### config.mk
export PLATFORM = sky130hd
export DESIGN_NAME = axis_ft245_device
export DESIGN_NICKNAME = d
export VERILOG_FILES = /design/src/rtl/axis_ft245_device.sv
export SDC_FILE = /design/constraint.sdc
export NUM_CORES = 1
export LEC_CHECK = 0
export ABC_AREA = 1
export CORE_MARGIN = 2
export CORE_UTILIZATION = 43
export CTS_BUF_LIST = sky130_fd_sc_hd__clkbuf_4 sky130_fd_sc_hd__clkbuf_8
export CTS_CLUSTER_DIAMETER = 120
export DETAILED_ROUTE_END_ITERATION = 16
export PLACE_DENSITY = 0.57
export SKIP_CTS_REPAIR_TIMING = 1
export SLEW_MARGIN = 30
export SYNTH_ARGS = -nofsm -noshare
export SYNTH_HDL_FRONTEND = slang
export SYNTH_SLANG_ARGS = --single-unit
### constraint.sdc
create_clock -name clk -period 3.3 [get_ports clk]
set_clock_uncertainty 0.05 [all_clocks]
set_input_delay 0.99 -clock clk [delete_from_list [all_inputs] [get_ports clk]]
set_output_delay 0.99 -clock clk [all_outputs]
set_load 0.01 [all_outputs]
### src/rtl/axis_ft245_device.sv
`default_nettype none
// ============================================================================
//  Module   : axis_ft245_device
//  Brief    : FT245 async-FIFO responder. This is the chip side of the FT245
//             bus. It drives the RXF#/TXE# handshakes, answers RD#/WR#
//             strobes, and bridges both data directions to AXI-stream.
//  Revision : 1.0  initial release
// ============================================================================
module axis_ft245_device #(
  parameter int RX_DEPTH            = 16,
  parameter int TX_DEPTH            = 16,
  parameter int SYNC_STAGES         = 2,
  parameter int RD_ACCESS_CYCLES    = 3,
  parameter int RXF_INACTIVE_CYCLES = 4,
  parameter int TXE_INACTIVE_CYCLES = 4
) (
  input  logic       clk,
  input  logic       rst,
  input  logic       ft_rd_n,
  input  logic       ft_wr_n,
  input  logic       ft_siwu_n,
  input  logic [7:0] ft_d_in,
  output logic [7:0] ft_d_out,
  output logic       ft_d_oe,
  output logic       ft_rxf_n,
  output logic       ft_txe_n,
  input  logic [7:0] s_axis_tdata,
  input  logic       s_axis_tvalid,
  output logic       s_axis_tready,
  output logic [7:0] m_axis_tdata,
  output logic       m_axis_tvalid,
  input  logic       m_axis_tready,
  output logic       flush_pulse,
  output logic       err_rd,
  output logic       err_wr,
  output logic       err_conflict
);

  localparam int RX_AW  = $clog2(RX_DEPTH);
  localparam int TX_AW  = $clog2(TX_DEPTH);
  localparam int RD_MAX = (RD_ACCESS_CYCLES > RXF_INACTIVE_CYCLES) ?
                          RD_ACCESS_CYCLES : RXF_INACTIVE_CYCLES;
  localparam int RCW    = (RD_MAX > 1) ? $clog2(RD_MAX) : 1;
  localparam int WCW    = (TXE_INACTIVE_CYCLES > 1) ? $clog2(TXE_INACTIVE_CYCLES) : 1;

  localparam logic [RCW-1:0]         c_ACC_LOAD = RCW'(RD_ACCESS_CYCLES - 1);
  localparam logic [RCW-1:0]         c_RXF_LOAD = RCW'(RXF_INACTIVE_CYCLES - 1);
  localparam logic [WCW-1:0]         c_TXE_LOAD = WCW'(TXE_INACTIVE_CYCLES - 1);
  localparam logic [RX_AW:0]         c_RX_FULL  = (RX_AW+1)'(RX_DEPTH);
  localparam logic [TX_AW:0]         c_TX_FULL  = (TX_AW+1)'(TX_DEPTH);
  localparam logic [SYNC_STAGES-1:0] c_VLD_ONE  = SYNC_STAGES'(1);

  typedef enum logic [1:0] {R_IDLE, R_ACCESS, R_DRIVE, R_RECOVER} rd_state_t;
  typedef enum logic [1:0] {W_IDLE, W_ACTIVE, W_RECOVER} wr_state_t;

  // --------------------------------------------------------------------------
  // Input synchronizers and edge detection. Each stage holds
  // {siwu_n, wr_n, rd_n, d[7:0]}. r_vld marks when the last stage holds a
  // real pin sample instead of the reset preset. A strobe is armed only
  // after a genuine high sample has been seen, so a strobe held low across
  // reset cannot produce a false fall.
  // --------------------------------------------------------------------------
  logic [10:0]            r_sync [SYNC_STAGES];
  logic [SYNC_STAGES-1:0] r_vld;
  logic [2:0]             r_prev;
  logic [2:0]             r_armed;
  logic                   r_live;
  logic [10:0]            w_last;
  logic [2:0]             w_fall;
  logic [1:0]             w_rise;

  assign w_last = r_sync[SYNC_STAGES-1];
  assign w_fall = r_armed & r_prev & ~w_last[10:8];
  assign w_rise = r_armed[1:0] & ~r_prev[1:0] & w_last[9:8];

  // Shift pins through the synchronizer and track the arming state
  always_ff @(posedge clk) begin
    if (rst) begin
      for (int i = 0; i < SYNC_STAGES; i++) r_sync[i] <= '1;
      r_vld   <= '0;
      r_prev  <= '1;
      r_armed <= '0;
      r_live  <= 1'b0;
    end else begin
      r_sync[0] <= {ft_siwu_n, ft_wr_n, ft_rd_n, ft_d_in};
      for (int i = 1; i < SYNC_STAGES; i++) r_sync[i] <= r_sync[i-1];
      r_vld  <= (r_vld << 1) | c_VLD_ONE;
      r_prev <= w_last[10:8];
      if (r_vld[SYNC_STAGES-1]) r_armed <= r_armed | w_last[10:8];
      r_live <= 1'b1;
    end
  end

  // --------------------------------------------------------------------------
  // Buffers
  // --------------------------------------------------------------------------
  logic [7:0]       r_rx_mem [RX_DEPTH];
  logic [RX_AW-1:0] r_rx_wp, r_rx_rp;
  logic [RX_AW:0]   r_rx_cnt;
  logic [7:0]       r_tx_mem [TX_DEPTH];
  logic [TX_AW-1:0] r_tx_wp, r_tx_rp;
  logic [TX_AW:0]   r_tx_cnt;
  logic             w_rx_push, w_rx_pop, w_rx_full, w_rx_empty;
  logic             w_tx_push, w_tx_pop, w_tx_full, w_tx_empty;

  assign w_rx_full     = (r_rx_cnt == c_RX_FULL);
  assign w_rx_empty    = (r_rx_cnt == '0);
  assign w_tx_full     = (r_tx_cnt == c_TX_FULL);
  assign w_tx_empty    = (r_tx_cnt == '0);
  assign s_axis_tready = ~w_rx_full;
  assign w_rx_push     = s_axis_tvalid & ~w_rx_full;
  assign m_axis_tvalid = ~w_tx_empty;
  assign m_axis_tdata  = r_tx_mem[r_tx_rp];
  assign w_tx_pop      = m_axis_tvalid & m_axis_tready;

  // Buffer storage; the contents need no reset because the counts gate them
  always_ff @(posedge clk) begin
    if (w_rx_push) r_rx_mem[r_rx_wp] <= s_axis_tdata;
    if (w_tx_push) r_tx_mem[r_tx_wp] <= w_last[7:0];
  end

  // Buffer pointers and occupancy counts
  always_ff @(posedge clk) begin
    if (rst) begin
      r_rx_wp  <= '0;
      r_rx_rp  <= '0;
      r_rx_cnt <= '0;
      r_tx_wp  <= '0;
      r_tx_rp  <= '0;
      r_tx_cnt <= '0;
    end else begin
      if (w_rx_push) r_rx_wp <= r_rx_wp + 1'b1;
      if (w_rx_pop)  r_rx_rp <= r_rx_rp + 1'b1;
      if (w_rx_push && !w_rx_pop)      r_rx_cnt <= r_rx_cnt + 1'b1;
      else if (!w_rx_push && w_rx_pop) r_rx_cnt <= r_rx_cnt - 1'b1;
      if (w_tx_push) r_tx_wp <= r_tx_wp + 1'b1;
      if (w_tx_pop)  r_tx_rp <= r_tx_rp + 1'b1;
      if (w_tx_push && !w_tx_pop)      r_tx_cnt <= r_tx_cnt + 1'b1;
      else if (!w_tx_push && w_tx_pop) r_tx_cnt <= r_tx_cnt - 1'b1;
    end
  end

  // --------------------------------------------------------------------------
  // Strobe qualification. A strobe is rejected when both strobes fall
  // together, or when one falls while the other direction is busy.
  // --------------------------------------------------------------------------
  rd_state_t      r_rd_state, w_rd_state_nxt;
  wr_state_t      r_wr_state, w_wr_state_nxt;
  logic [RCW-1:0] r_rd_cnt, w_rd_cnt_nxt;
  logic [WCW-1:0] r_wr_cnt, w_wr_cnt_nxt;
  logic           w_rxf_n, w_txe_n;
  logic           w_rd_conf, w_wr_conf, w_rd_accept, w_wr_accept;

  assign w_rxf_n     = ~(r_live && (r_rd_state == R_IDLE) && !w_rx_empty);
  assign w_txe_n     = ~(r_live && (r_wr_state == W_IDLE) && !w_tx_full);
  assign w_rd_conf   = w_fall[0] & (w_fall[1] | (r_wr_state != W_IDLE));
  assign w_wr_conf   = w_fall[1] & (w_fall[0] | (r_rd_state != R_IDLE));
  assign w_rd_accept = w_fall[0] & ~w_rd_conf & ~w_rxf_n;
  assign w_wr_accept = w_fall[1] & ~w_wr_conf & ~w_txe_n;
  assign w_tx_push   = w_wr_accept;

  assign ft_rxf_n = w_rxf_n;
  assign ft_txe_n = w_txe_n;
  assign ft_d_oe  = (r_rd_state == R_DRIVE);
  assign ft_d_out = (r_rd_state == R_DRIVE) ? r_rx_mem[r_rx_rp] : 8'h00;

  // State and counter registers for both handshake FSMs
  always_ff @(posedge clk) begin
    if (rst) begin
      r_rd_state <= R_IDLE;
      r_wr_state <= W_IDLE;
      r_rd_cnt   <= '0;
      r_wr_cnt   <= '0;
    end else begin
      r_rd_state <= w_rd_state_nxt;
      r_wr_state <= w_wr_state_nxt;
      r_rd_cnt   <= w_rd_cnt_nxt;
      r_wr_cnt   <= w_wr_cnt_nxt;
    end
  end

  // Read FSM: access delay, drive the head byte, pop on RD# rise, then recover
  always_comb begin
    w_rd_state_nxt = r_rd_state;
    w_rd_cnt_nxt   = r_rd_cnt;
    w_rx_pop       = 1'b0;
    unique case (r_rd_state)
      R_IDLE: begin
        if (w_rd_accept) begin
          w_rd_state_nxt = R_ACCESS;
          w_rd_cnt_nxt   = c_ACC_LOAD;
        end
      end
      R_ACCESS: begin
        if (w_rise[0]) begin
          w_rx_pop       = 1'b1;
          w_rd_state_nxt = R_RECOVER;
          w_rd_cnt_nxt   = c_RXF_LOAD;
        end else if (r_rd_cnt == '0) begin
          w_rd_state_nxt = R_DRIVE;
        end else begin
          w_rd_cnt_nxt = r_rd_cnt - 1'b1;
        end
      end
      R_DRIVE: begin
        if (w_rise[0]) begin
          w_rx_pop       = 1'b1;
          w_rd_state_nxt = R_RECOVER;
          w_rd_cnt_nxt   = c_RXF_LOAD;
        end
      end
      R_RECOVER: begin
        if (r_rd_cnt == '0) w_rd_state_nxt = R_IDLE;
        else                w_rd_cnt_nxt   = r_rd_cnt - 1'b1;
      end
      default: w_rd_state_nxt = R_IDLE;
    endcase
  end

  // Write FSM: byte is captured on the accepted WR# fall, then wait for rise and recover
  always_comb begin
    w_wr_state_nxt = r_wr_state;
    w_wr_cnt_nxt   = r_wr_cnt;
    unique case (r_wr_state)
      W_IDLE: begin
        if (w_wr_accept) w_wr_state_nxt = W_ACTIVE;
      end
      W_ACTIVE: begin
        if (w_rise[1]) begin
          w_wr_state_nxt = W_RECOVER;
          w_wr_cnt_nxt   = c_TXE_LOAD;
        end
      end
      W_RECOVER: begin
        if (r_wr_cnt == '0) w_wr_state_nxt = W_IDLE;
        else                w_wr_cnt_nxt   = r_wr_cnt - 1'b1;
      end
      default: w_wr_state_nxt = W_IDLE;
    endcase
  end

  // Sticky protocol-error flags and the send-immediate pulse
  always_ff @(posedge clk) begin
    if (rst) begin
      err_rd       <= 1'b0;
      err_wr       <= 1'b0;
      err_conflict <= 1'b0;
      flush_pulse  <= 1'b0;
    end else begin
      if (w_rd_conf || w_wr_conf)               err_conflict <= 1'b1;
      if (w_fall[0] && !w_rd_conf && w_rxf_n)   err_rd       <= 1'b1;
      if (w_fall[1] && !w_wr_conf && w_txe_n)   err_wr       <= 1'b1;
      flush_pulse <= w_fall[2];
    end
  end

endmodule
`default_nettype wire

==> results list, run 1 <==
- Share of async-settable or async-resettable flops after synthesis: 0%
- Standard cell area after detailed placement: 0.0145 mm²
* Per-cell via count in the routed design: 5.17
- Maximum frequency from static timing analysis: 0.296 GHz
* Vias in the first global route: 8541
- After filler insertion, the fill cell instance count of the layout stands at 2664.
- Top cell type by total area after synthesis: edfxtp_1
- IR analysis of the VDD net gives a maximum drop of 0.330 mV.
- The worst setup path is captured at an output pin.
- Share of the yosys chip area belonging to registers: 68.8%
- Startpoint kind of the worst setup timing path: flip-flop
- The synthesized design contains 256 enable-type register cells.
- Total vias in the final route: 8804
* Synthesized area divided by synthesized cell count: 11.5 µm²
- Mux share of post-synthesis cell area: 0%
- The die covers 0.0325 mm².
* Number of search-and-repair iterations in the first detailed-routing pass: 5
- Summing internal, switching and leakage power gives 0.0105 W.
- Measured along the x axis, the die boundary spans 180 µm.
- Broken down by cell family, the worst path's largest delay share belongs to buffers and inverters.
- Initial drt markers: 792
* Vertical die dimension: 180 µm
* Master cell of the clock root buffer: clkbuf_8
- Layout Area Growth over Synthesis: 18.1%
- Traced cell by cell, the critical path runs through clkinv_4, buf_12, buf_12, nor2_1, nor2_1, o21ai_0, o211ai_1, nand3_1, nand2_1, clkdlybuf4s50_1.
- Setup violations remaining at the end of the flow were counted as 2.
* Share of the synthesized netlist area taken by xor and xnor gates: 0.589%
- Number of cells on the worst hold path: 1
- CTS saw 332 sinks.
- Synthesis inferred 332 register bits.
* Antenna diode count: 0
* Final total negative setup slack: -0.137 ns
- Max-Slew Margin vs Limit: 43.2%
- Wire length of the first global-routing pass: 46400 µm
- Once the floorplan was initialized, standard cells occupied 43.7% of the core.
- HPWL reported at the end of detailed placement: 18700 µm
* Total grt overflow: 0
* Syn Nets: 1210
- The cell area that synthesis handed to floorplanning was 0.0134 mm².
* Start point of the worst hold path: r_sync[0][10]$_SDFF_PP1_
* Area of the multi-input gates: 0.00368 mm²
- FP Rows: 64
- Setup repair after global routing could not meet its margin everywhere.
- Pleak: 5.69 nW
- The Yosys step of the flow raised 0 warnings.
* Leading cell types in the layout, fill and taps excluded: 258 x nor2_1, 256 x edfxtp_1, 144 x o21ai_0, 72 x dfxtp_1, 69 x nand2_1
* Max FO, Critical Path: 19
* Part of the cycle the worst path needs: 102%
- Number of antenna-violating nets in the routed design: 0
* Largest stage delay on the critical path: 0.53 ns
- After clock tree synthesis, the clock-pin slew on the worst setup and hold paths is 0.06 ns.
- Aggregate routed wire length: 29600 µm
- Sum of buffers and inverters on the critical path: 4
- Entering global routing, the biggest net connects 46 pins.
- The slowest stage of the critical path is the clkdlybuf4s50_1 cell.
- The floorplan step defined a core boundary enclosing 0.0306 mm².
- Across every metal layer, demand over resource in global routing totals 17.9%.
* Violations in the final reports: setup timing
- I/O pin cnt: 48
* Worst endpoint required time: 2.26 ns
- Final min period: 3.38 ns
- Fraction of final layout cells with drive strength greater than 1: 14.8%
- CTS tree: yes
- Max-cap violations in this run came to 0.
- Worst setup timing slack at the placement stage: 0.185 ns
* Worst Tran Pin Value: 0.849 ns
- Measured in cells, the most critical reg-to-reg path has a length of 18.
* Dominant combinational cell family by area after synthesis: simple AND/OR/NAND/NOR gates
* Antenna violations before repair: 0
- Area contributors post-synth: edfxtp_1 57%, dfxtp_1 11%, nor2_1 7.2%, o21ai_0 5.4%, o211ai_1 3.6%
* Worst reg2reg startpoint: r_rd_state[0]$_SDFFE_PP0P_
- Worst-Skew Late Latency: 0.58 ns
- Port buffer count: 47
- Summing the areas of all compound-gate instances in the mapped netlist gives 11.5% of the synthesized area.
- Most frequent standard cell in the layout excluding fill and tap cells: nor2_1
- The H-tree generated during clock tree synthesis spans 2 levels.
- At the worst endpoint, the arrival time is 2.34 ns.
- The finished cells cover 0.0158 mm².
* Placer congestion estimate: 0.827
* Number of remaining DRC errors: 0
- Tightest Hold Check Type: reg -> reg
- The flow ran to the end, but the final reports show violations.
- The synthesized netlist devotes 2.54% of its cell area to adder and majority cells.
- Counting the buffers created by CTS gives 54.
* Post-layout nets: 1312
- Summing the areas of all and, or, nand and nor instances in the mapped netlist gives 12.8% of the synthesized area.
- Summing all flip-flop and latch instances after layout gives 0.00922 mm².
- Portion of synthesized cell area occupied by the leading cell type: 57.5%
- In this run the power density over the cells is 662 mW/mm².
- The setup path with the least slack is of type reg -> out.
- Clk buf depth: 3
* Count of mapped cells out of synthesis: 1161
* WL/cell: 17.4 µm
- In this run the number of cells on the critical path is 10.
- Unique cell type count in the Yosys netlist: 35
- Worst setup slack after layout: -0.0774 ns
- Among all flip-flop cells after synthesis, the most frequent one is edfxtp_1.
- The final count of pins violating max slew came to 0.
- Final Hold Violating Endpoints: 0
worst paths after layout:
| kind | endpoint | slack (ns) |
|---|---|---|
| setup / recovery | m_axis_tdata[2] | -0.08 |
| hold / removal | r_sync[0][21]$_SDFF_PP1_ | 0.35 |
| setup reg to reg | r_tx_cnt[4]$_SDFFE_PP0P_ | 0.59 |
| hold reg to reg | r_sync[0][21]$_SDFF_PP1_ | 0.35 |
cells in the mapped netlist (3+ instances only):
| library cell | number |
|---|---|
| buf_4 | 9 |
| dfxtp_1 | 76 |
| edfxtp_1 | 256 |
| a21oi_1 | 43 |
| inv_2 | 3 |
| ha_1 | 24 |
| or2_2 | 23 |
| inv_1 | 56 |
| o21ai_0 | 145 |
| nor2_1 | 258 |
| nand2_1 | 69 |
| buf_1 | 3 |
| clkbuf_1 | 23 |
| o211ai_1 | 65 |
| nand3_2 | 4 |
| buf_2 | 16 |
| xor2_1 | 7 |
| o21ai_1 | 15 |
| nand4_1 | 6 |
| nand3_1 | 38 |
where the power goes:
group | switching, W | leakage [nW] | internal (W) | total, W
Sequential | 0.000138 | 2.91 | 0.00464 | 0.00478
Clock | 0.00158 | 0.608 | 0.00208 | 0.00366
Combinational | 0.00119 | 2.18 | 0.000839 | 0.00203
Total | 0.00291 | 5.69 | 0.00755 | 0.0105
state kept, by name, indices dropped and copies added (netlist names), named ones only:
| signal | count |
|---|---|
| r_armed | 3 |
| r_tx_mem | 128 |
| r_tx_wp | 4 |
| r_wr_state | 2 |
| r_rx_cnt | 5 |
| r_tx_rp | 4 |
| r_rx_rp | 4 |
| r_rd_state | 2 |
| r_tx_cnt | 5 |
| err_rd | 1 |
| r_vld | 2 |
| r_sync | 22 |
| err_conflict | 1 |
| flush_pulse | 1 |
| err_wr | 1 |
| r_rx_wp | 4 |
| r_wr_cnt | 2 |
| r_rd_cnt | 2 |
| r_rx_mem | 128 |
| r_prev | 3 |
layout make-up:
class,count,share of cell area [%]
Clock inverter,19,0.903
Tap cell,396,3.14
Clock buffer,81,6.26
Inverter,62,1.57
Timing Repair Buffer,100,6.52
Sequential cell,332,58.4
Multi-Input combinational cell,713,23.3
layer usage:
layer | part of all wire [%] | GRT usage, % | routed length [µm] | vias up
met5 | 0 | 0 | 0 | -
met4 | 2.3 | 5.94 | 685 | 0
met3 | 5.1 | 3.11 | 1500 | 54
met2 | 44 | 27.0 | 13000 | 225
met1 | 49 | 26.4 | 14400 | 4215
li1 | - | - | - | 4310
cell families (layout without fill, tap and decap cells):
| logic type | Yosys count | after routing |
|---|---|---|
| and+or+nand+nor | 406 | 406 |
| adders and majority gates | 26 | 26 |
| DFF | 332 | 332 |
| buffers and inverters | 116 | 262 |
| xor gates and xnor gates | 9 | 9 |
| AOI/OAI and AO/OA | 272 | 272 |
worst reg2reg max path: stages, from the launching register on:
cell     delay (ns)
dfxtp_1        0.33
inv_1          0.16
ha_2           0.26
nand2_2        0.08
nor2_4         0.11
inv_2          0.07
nor2_8         0.16
ha_1           0.21
inv_1          0.11
fa_1           0.40
nand2_1        0.08
nand2_1        0.05
a21oi_1        0.16
nor2_1         0.06
nor2_1         0.08
nand2_1        0.07
nand2_1        0.06
nand2_1        0.04
nor2_1         0.09
per-stage QoR:
stage,util (%),hold WS [ns],instances
6_report,51.7,0.350,1703
3_3_place_gp,47.4,0.342,1595
4_1_cts,51.1,0.353,1695
3_5_place_dp,47.4,0.345,1595
5_1_grt,51.7,0.365,1703
2_1_floorplan,-,0.339,1161
Power figures use the tool's default switching activity.
==> run 2, diff against run 1 <==
--- a/config.mk
+++ b/config.mk
@@ -12,6 +12,8 @@
 export CTS_CLUSTER_DIAMETER = 120
 export DETAILED_ROUTE_END_ITERATION = 16
 export PLACE_DENSITY = 0.57
+export RECOVER_POWER = 25
+export SETUP_SLACK_MARGIN = 0.15
 export SKIP_CTS_REPAIR_TIMING = 1
 export SLEW_MARGIN = 30
 export SYNTH_ARGS = -nofsm -noshare
==> results list, run 2 (same netlist as run 1, synthesis figures left out) <==
- The width of the chip was 180 µm (unchanged).
- Type of the setup path with the least slack: reg -> out (unchanged)
* Leading cell types in the layout, fill and taps excluded: 256 x edfxtp_1, 253 x nor2_1, 123 x o21ai_0, 72 x dfxtp_1, 69 x nand2_1 (was 258 x nor2_1, 256 x edfxtp_1, 144 x o21ai_0, 72 x dfxtp_1, 69 x nand2_1)
- Startpoint kind of the worst setup timing path: flip-flop (unchanged)
- The period utilization came to 95.6% (was 102%).
* Post-layout util: 53.3% (was 51.7%)
* Register-to-register path setup slack: 0.60 ns (was 0.59 ns)
* Wire length of the first global-routing pass: 46400 µm (unchanged)
- Master cell of the clock root buffer: clkbuf_8 (unchanged)
- Registers with the most flip-flops: r_rx_mem (128), r_tx_mem (128), r_sync (22) (unchanged)
- The die footprint is 0.0325 mm² (unchanged).
* FP Rows: 64 (unchanged)
- Number of setup violations in the final report: 0 (was 2)
- The clock slew at the register clock pins of the worst setup and hold paths is 0.06 ns (about the same).
* Cts bufs inserted: 54 (unchanged)
- The weighted congestion reported at the end of routability-driven placement is 0.827 (unchanged).
- The area overhead of the layout relative to synthesis came to 22.0% (was 18.1%).
- I/O pin cnt: 48 (unchanged)
* Worst endpoint required time: 2.26 ns (about the same)
- The leading cell type in the layout, fill and taps excluded was edfxtp_1 (was nor2_1).
- Aggregate routed wire length: 31500 µm (was 29600 µm)
- HPWL reported at the end of detailed placement: 18700 µm (unchanged)
* Maximum frequency from static timing analysis: 0.317 GHz (was 0.296 GHz)
- The post-route non-filler standard cell count is 1735 (was 1703).
- The clock tree from TritonCTS was yes (unchanged).
- Tightest Hold Check Type: reg -> reg (unchanged)
* Violations in the final reports: capacitance limit, slew limit (was setup timing)
- The critical hold path startpoint was r_sync[0][10]$_SDFF_PP1_ (unchanged).
* Total grt overflow: 0 (unchanged)
* TritonCTS Sinks: 332 (unchanged)
* Clk buf depth: 3 (unchanged)
- The pin count of the biggest net entering global routing is 46 (unchanged).
- End point of the most critical hold path: r_sync[0][21]$_SDFF_PP1_ (unchanged)
- Max FO, Critical Path: 8 (was 19)
- Placed cell count: 1595 (unchanged)
* FF/Latch Area: 0.00922 mm² (about the same)
- Port buffer count: 47 (unchanged)
- The worst vdd rail ir drop was 0.325 mV (was 0.330 mV).
- The routed via count came to 9107 (was 8804).
- The antenna violation net count after detailed routing is 0 (unchanged).
- Pleak: 5.85 nW (was 5.69 nW)
- Post-layout nets: 1344 (was 1312)
- The final count of hold timing violations came to 0 (unchanged).
- The number of global-route vias before repair came to 8541 (unchanged).
- Crit Reg-Reg Endpoint: r_tx_cnt[4]$_SDFFE_PP0P_ (unchanged)
* Max-Slew Margin vs Limit: -19.8% (was 43.2%)
* Kind of capture point of the worst setup path: output pin (unchanged)
- The number of vias per cell after detailed routing was 5.25 (was 5.17).
- The hold-critical path depth is 1 (unchanged).
- The slew at the pin with the worst max-slew slack is 1.80 ns (was 0.849 ns).
- Power per Cell Area: 661 mW/mm² (was 662 mW/mm²)
- The routed wirelength normalized by instance count came to 18.1 µm (was 17.4 µm).
- Max-cap violations: 1 (was 0)
- Sum of internal, switching and leakage power: 0.0108 W (was 0.0105 W)
* RSZ-0062 raised after global routing: yes (unchanged)
* Max-slew violation total from the final report: 46 (was 0)
* Number of remaining DRC errors: 0 (unchanged)
- The overall fraction of global-route tracks in use came to 17.9% (unchanged).
* Core Footprint: 0.0306 mm² (unchanged)
- The arrival time at the worst endpoint came to 2.12 ns (was 2.34 ns).
- The number of iterations in the first detailed-routing pass came to 5 (unchanged).
- Result of the run: complete, but fails checks (unchanged).
* Worst reg2reg startpoint: r_rd_state[0]$_SDFFE_PP0P_ (unchanged)
- Area of the multi-input gates: 0.00372 mm² (was 0.00368 mm²)
- Depth of the worst register-to-register path: 18 (unchanged)
* Worst-Skew Late Latency: 0.58 ns (about the same)
- The initial DRC count is 835 (was 792).
* Final min period: 3.16 ns (was 3.38 ns)
- The ratio of cells with drive above 1 in the final layout was 18.6% (was 14.8%).
- The initial core utilization was 43.7% (unchanged).
* Antenna violations before repair: 0 (unchanged)
* Antenna diode count: 0 (unchanged)
- Final-layout fill cell count: 2608 (was 2664)
* Vertical die dimension: 180 µm (unchanged)
- The number of levels in the clock H-tree came to 2 (unchanged).
run 2: worst max path at each step:
stage	end	slack, ns	from	cells after the start
after floorplan	r_rx_cnt[4]$_SDFFE_PP0P_	0.82	s_axis_tvalid	11
after global placement	r_tx_cnt[4]$_SDFFE_PP0P_	0.22	m_axis_tready	14
after detailed placement	r_tx_cnt[4]$_SDFFE_PP0P_	0.19	m_axis_tready	14
after CTS	ft_d_out[6]	-0.39	flip-flop	8
after global routing	ft_d_out[5]	0.03	flip-flop	7
final	ft_d_out[0]	0.14	flip-flop	7
run 2: cell type report:
| class | count | area share [%] |
|---|---|---|
| Clock buffer | 81 | 6.07 |
| Multi-Input combinational cell | 713 | 22.8 |
| Tap cell | 396 | 3.04 |
| Timing Repair Buffer | 131 | 8.94 |
| Inverter | 62 | 1.70 |
| Sequential cell | 332 | 56.5 |
| Clock inverter | 19 | 0.874 |
| Timing Repair inverter | 1 | 0.0537 |
run 2: worst max-delay path, cell delays in order, from the launching register on:
cell      delay (ns)
dfxtp_4         0.37
buf_12          0.15
buf_8           0.13
o21ai_0         0.08
o211ai_1        0.27
nand3_1         0.21
a21oi_2         0.16
clkbuf_2        0.14
run 2: power breakdown:
part	switching, W	internal [W]
Combinational	0.00132	0.00103
Sequential	0.000132	0.00464
Clock	0.00159	0.00208
run 2: routing by layer:
layer / part of all wire (%) / up-vias / track usage, % / wire length, µm
li1: - / 4377 / - / -
met3: 5.6 / 59 / 3.11 / 1760
met5: 0 / - / 0 / 0
met1: 48 / 4402 / 26.4 / 15000
met2: 44 / 269 / 27.0 / 14000
met4: 2.3 / 0 / 5.94 / 721
run 2: through the flow:
step                instance area (µm²)  hold WS (ns)  setup TNS, ns  setup slack (ns)
floorplan                         13400         0.339              0             0.817
global placement                  14500         0.342              0             0.219
global route                      16300         0.365              0            0.0261
detailed placement                14500         0.345              0             0.185
CTS                               15600         0.353          -4.80            -0.388
finish                            16300         0.350              0             0.145
==> run 3, diff against run 2 <==
--- a/config.mk
+++ b/config.mk
@@ -14,7 +14,6 @@
 export PLACE_DENSITY = 0.57
 export RECOVER_POWER = 25
 export SETUP_SLACK_MARGIN = 0.15
-export SKIP_CTS_REPAIR_TIMING = 1
 export SLEW_MARGIN = 30
 export SYNTH_ARGS = -nofsm -noshare
 export SYNTH_HDL_FRONTEND = slang
==> results list, run 3 (same netlist as run 1, synthesis figures left out) <==
- Antenna violations before repair: 0 (unchanged)
* Maximum frequency from static timing analysis: 0.315 GHz (was 0.317 GHz)
- The number of clock sinks was 332 (unchanged).
- The sum of internal, switching and leakage power came to 0.0107 W (was 0.0108 W).
- Pin count of the biggest net entering global routing: 46 (unchanged)
- Worst endpoint required time: 2.26 ns (about the same)
* Max-Slew Margin vs Limit: -18.8% (was -19.8%)
- Number of cells on the worst hold path: 1 (unchanged)
- The arrival time at the worst endpoint came to 2.14 ns (was 2.12 ns).
- The max-cap check violation count was 1 (unchanged).
- The die footprint was 0.0325 mm² (unchanged).
- Per-cell via count in the routed design: 5.25 (about the same)
- The leading cell type in the layout, fill and taps excluded was edfxtp_1 (unchanged).
* Power per Cell Area: 659 mW/mm² (was 661 mW/mm²)
* Tightest Hold Check Type: reg -> reg (unchanged)
- Fraction of final layout cells with drive strength greater than 1: 18.9% (was 18.6%)
- The area of the core was 0.0306 mm² (unchanged).
- The global-route wire length before repair is 48800 µm (was 46400 µm).
* Number of antenna-violating nets in the routed design: 0 (unchanged)
* Clk buf depth: 3 (unchanged)
- Depth of the worst register-to-register path: 18 (unchanged)
- H-Tree Depth: 2 (unchanged)
* Violations in the final reports: capacitance limit, slew limit (unchanged)
* End point of the most critical hold path: r_sync[0][21]$_SDFF_PP1_ (unchanged)
* Total grt overflow: 0 (unchanged)
* Number of search-and-repair iterations in the first detailed-routing pass: 5 (unchanged)
- RSZ-0062 raised after global routing: yes (unchanged).
- Number of remaining DRC errors: 0 (unchanged)
* Final-layout fill cell count: 2617 (was 2608)
- All-layer global routing usage: 19.0% (was 17.9%)
* FF/Latch Area: 0.00922 mm² (unchanged)
- The count of pins on the block boundary came to 48 (unchanged).
- The total clock buffers created by CTS was 54 (unchanged).
- Worst Tran Pin Value: 1.78 ns (was 1.80 ns)
- The buffer cell driving the clock tree root was clkbuf_8 (unchanged).
- Total vias in the final route: 9062 (was 9107)
- The total non-filler cell area in the finished layout was 0.0163 mm² (about the same).
* Final min period: 3.18 ns (was 3.16 ns)
- The nature of the critical path endpoint is an output pin (unchanged).
- After clock tree synthesis, the flow added hold-fix buffers numbering 0.
- Initial drt markers: 707 (was 835)
- Final Hold Violating Endpoints: 0 (unchanged)
- Worst reg2reg startpoint: r_rd_state[0]$_SDFFE_PP0P_ (unchanged)
- The sum of negative setup slack was 0 ns (unchanged).
- The final count of pins violating max slew is 46 (unchanged).
- Result of the run: complete, but fails checks (unchanged)
- The worst vdd rail ir drop is 0.324 mV (was 0.325 mV).
- The number of cell rows was 64 (unchanged).
* Placer congestion estimate: 0.827 (unchanged)
- Max FO, Critical Path: 6 (was 8)
- Initial Util: 43.7% (unchanged)
- Aggregate routed wire length: 31300 µm (was 31500 µm)
- Vertical die dimension: 180 µm (unchanged)
- Vias in the first global route: 8909 (was 8541)
* Port buffer count: 47 (unchanged)
- The final antenna diode count was 0 (unchanged).
* Start point of the worst hold path: r_sync[0][10]$_SDFF_PP1_ (unchanged)
- Standard cell area after detailed placement: 0.0145 mm² (unchanged)
- CTS tree: yes (unchanged)
- The clock latency reported for the late side of the worst-skew pair was 0.58 ns (about the same).
- Type of the setup path with the least slack: reg -> out (unchanged)
* Chip width: 180 µm (unchanged)
* HPWL reported at the end of detailed placement: 18700 µm (unchanged)
* Pleak: 5.80 nW (was 5.85 nW)
* Number of setup violations in the final report: 0 (unchanged)
- The period utilization came to 96.3% (was 95.6%).
- Leading cell types in the layout, fill and taps excluded: 256 x edfxtp_1, 245 x nor2_1, 113 x o21ai_0, 72 x dfxtp_1, 68 x nand2_1 (was 256 x edfxtp_1, 253 x nor2_1, 123 x o21ai_0, 72 x dfxtp_1, 69 x nand2_1).
- Startpoint kind of the worst setup timing path: flip-flop (unchanged)
* Layout Area Growth over Synthesis: 21.6% (was 22.0%)
* Registers with the most flip-flops: r_rx_mem (128), r_tx_mem (128), r_sync (22) (unchanged)
* Register clock-pin slew on the reported worst setup and hold paths: 0.06 ns (about the same)
- The area of the multi-input gates came to 0.00377 mm² (was 0.00372 mm²).
* Register-to-register path setup slack: 0.59 ns (was 0.60 ns)
- Crit Reg-Reg Endpoint: r_tx_cnt[4]$_SDFFE_PP0P_ (unchanged)
- The count of nets after finishing was 1334 (was 1344).
- The routed wirelength normalized by instance count was 18.1 µm (about the same).
## run 3: changes by cell type in the layout (fill, tap and decap cells not counted), sizes merged
cell	before	now
buf	80	84
clkinv	17	16
dlymetal6s2s	1	0
dlygate4sd2	0	1
inv	62	64
clkbuf	102	87
clkdlybuf4s15	0	1
clkinvlp	1	0
## run 3: timing repair
item	CTS	global route
resized for setup	120	49
setup buffers	14	2
setup endpoints to repair	18	16
pin swaps	33	44
gates cloned	9	5
## run 3: worst max-delay path by stage
stage,from,endpoint,slack [ns],cells after the start
after floorplan,s_axis_tvalid,r_rx_cnt[4]$_SDFFE_PP0P_,0.82,11
after global placement,m_axis_tready,r_tx_cnt[4]$_SDFFE_PP0P_,0.22,14
after detailed placement,m_axis_tready,r_tx_cnt[4]$_SDFFE_PP0P_,0.19,14
after CTS,flip-flop,ft_d_out[2],0.11,9
after global routing,flip-flop,ft_d_out[5],0.006,8
final,flip-flop,ft_d_out[5],0.12,9
## run 3: cell type report
| class | count | area share, % |
|---|---|---|
| clock buffer | 81 | 6.08 |
| clock inverter | 19 | 0.876 |
| inverter | 62 | 1.60 |
| multi-input combinational | 713 | 23.1 |
| sequential | 332 | 56.7 |
| tap | 396 | 3.04 |
| timing repair buffer | 121 | 8.53 |
| timing repair inverter | 1 | 0.0384 |
## run 3: worst max-delay path, stage by stage (launching register included)
cell      delay (ns)
dfxtp_4         0.37
buf_12          0.15
inv_16          0.08
buf_12          0.11
buf_16          0.11
nor2_1          0.04
o211ai_1        0.19
nand3_1         0.14
a21oi_2         0.19
buf_2           0.15
## run 3: routing by layer
metal	vias to the layer above	wire, µm	global-route usage (%)
met5	-	0	0
met4	0	736	6.55
met2	278	13800	28.5
li1	4356	-	-
met3	59	1870	3.76
met1	4369	14900	27.5
## run 3: metrics by stage
stage	utilization, %	instances	worst slack (ns)	hold WS [ns]
2_1_floorplan	-	1161	0.817	0.339
3_3_place_gp	47.4	1595	0.219	0.342
3_5_place_dp	47.4	1595	0.185	0.345
4_1_cts	52.6	1718	0.112	0.353
5_1_grt	53.2	1725	0.00633	0.365
6_report	53.2	1725	0.123	0.350
## run 3: power breakdown
part	internal [W]	switching, W
Clock	0.00208	0.00159
Combinational	0.000972	0.00133
Sequential	0.00464	0.000125
